===== src/rtl/cursor_move_ctrl.sv =====
// Board cursor and two-press piece-move controller with a valid/ready move handoff.
// Define DEBOUNCE_EN to insert a per-button debounce filter ahead of edge detection.
module cursor_move_ctrl #(
  parameter int unsigned DEBOUNCE_CYCLES = 500000,
  parameter logic [2:0]  RESET_ROW       = 3'd0,
  parameter logic [2:0]  RESET_COL       = 3'd0
) (
  input  logic       clk,
  input  logic       reset_n,
  input  logic       btn_up,
  input  logic       btn_down,
  input  logic       btn_left,
  input  logic       btn_right,
  input  logic       btn_select,
  input  logic       btn_cancel,
  output logic [2:0] cursor_row,
  output logic [2:0] cursor_col,
  output logic       src_held,
  output logic [2:0] src_row,
  output logic [2:0] src_col,
  output logic       move_valid,
  input  logic       move_ready,
  output logic [5:0] move_src,
  output logic [5:0] move_dst
);

  typedef enum logic [1:0] {IDLE, SRC, PEND} state_t;

  logic [5:0] btn_raw;
  logic [5:0] btn_level;

  assign btn_raw = {btn_up, btn_down, btn_left, btn_right, btn_select, btn_cancel};

  if (DEBOUNCE_CYCLES == 0) begin : g_bad_cfg
    $error("DEBOUNCE_CYCLES must be at least 1");
  end

`ifdef DEBOUNCE_EN
  localparam int CNT_W = (DEBOUNCE_CYCLES > 1) ? $clog2(DEBOUNCE_CYCLES) : 1;
  localparam logic [CNT_W-1:0] CNT_LAST = CNT_W'(DEBOUNCE_CYCLES - 1);

  logic [CNT_W-1:0] db_cnt_q [6];
  logic [CNT_W-1:0] db_cnt_d [6];
  logic [5:0]       db_level_q, db_level_d;

  always_comb begin
    db_level_d = db_level_q;
    for (int i = 0; i < 6; i++) begin
      db_cnt_d[i] = '0;
      if (btn_raw[i] != db_level_q[i]) begin
        if (db_cnt_q[i] == CNT_LAST) begin
          db_level_d[i] = btn_raw[i];
        end else begin
          db_cnt_d[i] = db_cnt_q[i] + 1'b1;
        end
      end
    end
  end

  always_ff @(posedge clk or negedge reset_n) begin
    if (!reset_n) begin
      db_level_q <= '0;
      for (int i = 0; i < 6; i++) db_cnt_q[i] <= '0;
    end else begin
      db_level_q <= db_level_d;
      for (int i = 0; i < 6; i++) db_cnt_q[i] <= db_cnt_d[i];
    end
  end

  assign btn_level = db_level_q;
`else
  assign btn_level = btn_raw;
`endif

  logic [5:0] prev_q;
  logic       armed_q;
  logic [5:0] press;

  // armed_q masks the first cycle after reset so a level already high then is absorbed.
  assign press = btn_level & ~prev_q & {6{armed_q}};

  logic p_up, p_down, p_left, p_right, p_sel, p_can;
  assign {p_up, p_down, p_left, p_right, p_sel, p_can} = press;

  state_t     state_q, state_d;
  logic [2:0] row_q, row_d, col_q, col_d;
  logic [2:0] src_row_q, src_row_d, src_col_q, src_col_d;
  logic       src_held_q, src_held_d;
  logic       move_valid_q, move_valid_d;
  logic [5:0] move_src_q, move_src_d, move_dst_q, move_dst_d;

  always_comb begin
    state_d      = state_q;
    row_d        = row_q;
    col_d        = col_q;
    src_row_d    = src_row_q;
    src_col_d    = src_col_q;
    src_held_d   = src_held_q;
    move_valid_d = move_valid_q;
    move_src_d   = move_src_q;
    move_dst_d   = move_dst_q;

    if (p_down && !p_up) row_d = row_q + 3'd1;
    else if (p_up && !p_down) row_d = row_q - 3'd1;
    if (p_right && !p_left) col_d = col_q + 3'd1;
    else if (p_left && !p_right) col_d = col_q - 3'd1;

    // Select decisions look at row_q/col_q, the cursor before any same-cycle move.
    case (state_q)
      IDLE: begin
        if (p_sel) begin
          src_row_d  = row_q;
          src_col_d  = col_q;
          src_held_d = 1'b1;
          state_d    = SRC;
        end
      end
      SRC: begin
        if (p_can) begin
          src_held_d = 1'b0;
          state_d    = IDLE;
        end else if (p_sel) begin
          if (row_q == src_row_q && col_q == src_col_q) begin
            src_held_d = 1'b0;
            state_d    = IDLE;
          end else begin
            move_src_d   = {src_row_q, src_col_q};
            move_dst_d   = {row_q, col_q};
            move_valid_d = 1'b1;
            state_d      = PEND;
          end
        end
      end
      PEND: begin
        if (move_ready) begin
          move_valid_d = 1'b0;
          src_held_d   = 1'b0;
          state_d      = IDLE;
        end
      end
      default: state_d = IDLE;
    endcase
  end

  always_ff @(posedge clk or negedge reset_n) begin
    if (!reset_n) begin
      prev_q       <= '0;
      armed_q      <= 1'b0;
      state_q      <= IDLE;
      row_q        <= RESET_ROW;
      col_q        <= RESET_COL;
      src_row_q    <= '0;
      src_col_q    <= '0;
      src_held_q   <= 1'b0;
      move_valid_q <= 1'b0;
      move_src_q   <= '0;
      move_dst_q   <= '0;
    end else begin
      prev_q       <= btn_level;
      armed_q      <= 1'b1;
      state_q      <= state_d;
      row_q        <= row_d;
      col_q        <= col_d;
      src_row_q    <= src_row_d;
      src_col_q    <= src_col_d;
      src_held_q   <= src_held_d;
      move_valid_q <= move_valid_d;
      move_src_q   <= move_src_d;
      move_dst_q   <= move_dst_d;
    end
  end

  assign cursor_row = row_q;
  assign cursor_col = col_q;
  assign src_held   = src_held_q;
  assign src_row    = src_row_q;
  assign src_col    = src_col_q;
  assign move_valid = move_valid_q;
  assign move_src   = move_src_q;
  assign move_dst   = move_dst_q;

endmodule


===== config.mk =====
export PLATFORM = sky130hd
export DESIGN_NAME = cursor_move_ctrl
export DESIGN_NICKNAME = d
export VERILOG_FILES = /design/src/rtl/cursor_move_ctrl.sv
export SDC_FILE = /design/constraint.sdc
export NUM_CORES = 1
export LEC_CHECK = 0
export CORE_MARGIN = 2
export CORE_UTILIZATION = 35
export DETAILED_ROUTE_END_ITERATION = 8
export GPL_ROUTABILITY_DRIVEN = 0
export SLEW_MARGIN = 15
export SYNTH_ARGS = -nofsm -noshare
export SYNTH_HDL_FRONTEND = slang
export SYNTH_SLANG_ARGS = --single-unit
export TNS_END_PERCENT = 50

===== constraint.sdc =====
create_clock -name clk -period 5 [get_ports clk]
set_clock_uncertainty 0.05 [all_clocks]
set_input_delay 1 -clock clk [delete_from_list [all_inputs] [get_ports clk]]
set_output_delay 1 -clock clk [all_outputs]
set_load 0.02 [all_outputs]

==> reports/results.tsv <==
stage	metric	value	unit
sta	finalSetupViolCount	0	
sta	timing.setup.tns	0	ps
power_and_ir_drop	p_leak	0.941	nW
critical_path	worstRegToRegCells	5	
clocking	cts.clk_slew.worst_paths	70	ps
sta	fmax	0.358	GHz
critical_path	cp_slowest_cell	a211oi_4	
cells_and_area	fin_cells	211	
yosys	synthDistinctLibCells	31	
yosys	postSynthCellCount	117	
yosys	async_flop_share	1.00	
floorplanning	ios	35	
route	dr.pass1.iters	4	
yosys	synth_ff_type	dfrtp_1	
route	route.detailed.drc	0	
yosys	netlist_area	1640	um^2
sta	worst_slew_pin_slew	851	ps
cells_and_area	final_area	2140	um^2
route	ant_nets	0	
cells_and_area	drive_above_1_share	0.208	
yosys	syn_area_per_cell	14.0	um^2
sta	finalMaxSlewViolations	0	
sta	min_period	2790	ps
sta	grt_setup_unrepaired	no	
global_routing	grt_first_pass_wirelength	5.35	mm
cells_and_area	diodes	0	
critical_path	r2r-start	state_q[1]$_DFFE_PN0P_	
global_routing	gr-max-usage-layer	met2	
clocking	cts-root-buf	clkbuf_8	
sta	timing.final.crit_share	0.559	
cells_and_area	fin_util	0.482	
placed_design	post-place-ws	1880	ps
clocking	postCtsHoldBufs	0	
flow_run	maxCapViolations	0	
floorplanning	fp.dieArea	5250	um^2
critical_path	start_kind	primary input	
yosys	synth.top_cells.by_area	dfrtp_1, mux2_4, mux2_2, xor2_1, ha_1	
hold_path	hold_path.class	reg2reg	
global_routing	use_met2	0.197	
placed_design	post-place-cells	203	
yosys	yosysWarnings	0	
critical_path	max_stage_delay	680	ps
global_routing	grt_pass1_vias	1076	
placed_design	dp_hpwl	2.21	mm
power_and_ir_drop	peakVddDrop	0.279	mV
route	wl_per_cell	14.7	um
route	totalWireLength	3.11	mm
yosys	synth-seq-area-share	0.534	
critical_path	worstPathMaxFanout	13	
floorplanning	die_x	72.4	um
critical_path	cp.arrival	2920	ps
clocking	cts-resized-gates	0	
yosys	synth_fp_nets	133	
cells_and_area	layout.nets	174	
critical_path	worstPathCellList	clkdlybuf4s50_1 -> nor2b_1 -> a21bo_2 -> a211oi_4 -> mux2_2	
placed_design	io_buffers	34	
clocking	cts_tree	yes	
floorplanning	coreArea	4440	um^2
floorplanning	row_count	24	
clocking	cts_max_path_buffers	2	
critical_path	crit_type	in2reg	
yosys	synth_edf_count	0	
critical_path	ff2ff_setup_slack	2750	ps
cells_and_area	syn_to_final_growth	30.6	%
global_routing	overflow	0	
route	vias_per_cell	4.89	
critical_path	critPathCaptureType	register	
clocking	cts_sinks	35	
global_routing	grt_util_met1	0.191	
critical_path	worstSetupEndpoint	move_dst[0]$_DFFE_PN0P_	
floorplanning	die_h	72.4	um
route	drt_iter0_markers	67	
sta	final.setup.worst_slack	2210	ps
critical_path	cp.required	5130	ps
floorplanning	initial_utilization	0.369	
global_routing	met3_usage	0.0347	
yosys	synth_top_area_share	0.534	
sta	slew_headroom	0.431	
sta	fin_hold_ws	463	ps
yosys	synth_seq_cells	35	
global_routing	grt_usage	0.137	
clocking	cts_htree_levels	2	
clocking	cts_setup_buffers	0	
global_routing	antenna_found_initial	0	
sta	timing.final.hold_violations	0	
yosys	synth_area_leader_cell	dfrtp_1	
power_and_ir_drop	power_density	651	nW/um^2
route	vias	1032	
global_routing	grt_max_degree	36	
clocking	cts_inserted_buffers	5	
clocking	worstSkewPairLatency	290	ps
placed_design	place_area	2040	um^2
outcome	outcome	completed	
critical_path	startpoint	btn_cancel	
power_and_ir_drop	p_total	1.39	mW
critical_path	r2r-end	move_dst[0]$_DFFE_PN0P_	
## sequential cells by signal, summed over array words and instances (netlist names)
name        count
move_src        6
src_held        1
cursor_col      3
prev_q          6
armed_q         1
src_row         3
move_valid      1
cursor_row      3
move_dst        6
state_q         2
src_col         3
## power by group
part	total (mW)	switching, mW	internal (mW)
logic	0.652	0.310	0.342
clock network	0.228	0.102	0.126
registers	0.513	0.121	0.392
## worst min-delay path by stage
stage	from	end	slack, ps	cells after the start
after CTS	move_dst[5]$_DFFE_PN0P_	move_dst[5]$_DFFE_PN0P_	470	1
after global placement	move_src[4]$_DFFE_PN0P_	move_src[4]$_DFFE_PN0P_	450	1
after floorplan	state_q[0]$_DFFE_PN0P_	state_q[0]$_DFFE_PN0P_	460	2
after global routing	move_dst[5]$_DFFE_PN0P_	move_dst[5]$_DFFE_PN0P_	490	1
final	move_src[1]$_DFFE_PN0P_	move_src[1]$_DFFE_PN0P_	460	1
after detailed placement	move_dst[5]$_DFFE_PN0P_	move_dst[5]$_DFFE_PN0P_	450	1
## layout make-up
type	instances	area, um^2
Clock buffer	8	100
Fill cell	400	2300
Inverter	8	30.0
Multi-Input combinational cell	73	722
Sequential cell	35	876
Tap cell	52	65.1
Timing Repair Buffer	35	348
## Yosys cell counts (2+ instances only)
cell      number
xnor2_1        2
nand3b_1       3
ha_1           5
and3b_1        3
mux2_4         9
dfrtp_1       35
a21oi_1        3
xor2_1        10
inv_1          8
mux2_2        12
nor2_1         5
o21ai_0        2
fa_1           2
## cell usage in the layout, fill, tap and decap left out, types with 2 or more instances in the layout
master / Yosys / final
mux2_4: 9 / 9
dfrtp_1: 35 / 35
xnor2_1: 2 / 2
ha_1: 5 / 5
fa_1: 2 / 2
inv_1: 8 / 8
clkbuf_8: 0 / 7
xor2_1: 10 / 10
a21oi_1: 3 / 3
o21ai_0: 2 / 2
nand3b_1: 3 / 3
nor2_1: 5 / 5
clkdlybuf4s50_1: 0 / 34
mux2_2: 12 / 12
and3b_1: 3 / 3
## cells by family after synthesis
| logic type | Yosys count | share of synthesized area |
|---|---|---|
| and+or+nand+nor | 18 | 0.0771 |
| DFF | 35 | 0.534 |
| muxes | 21 | 0.165 |
| buffers and inverters | 9 | 0.0252 |
| adders and majority gates | 7 | 0.0626 |
| AOI/OAI and AO/OA | 14 | 0.0695 |
| other | 1 | 0.00229 |
| xor gates and xnor gates | 12 | 0.0641 |
## critical path: cells and delay by family
family	cells	cell delay [ps]
AOI/OAI and AO/OA	2	930
buffers and inverters	1	430
and+or+nand+nor	1	150
muxes	1	410
## layer usage
metal | wire length (um) | vias up
li1 | - | 482
met1 | 1420 | 514
met3 | 128 | 6
met5 | 0 | -
met4 | 65 | 0
met2 | 1490 | 30
No activity file was read; power rests on OpenSTA's default activity.
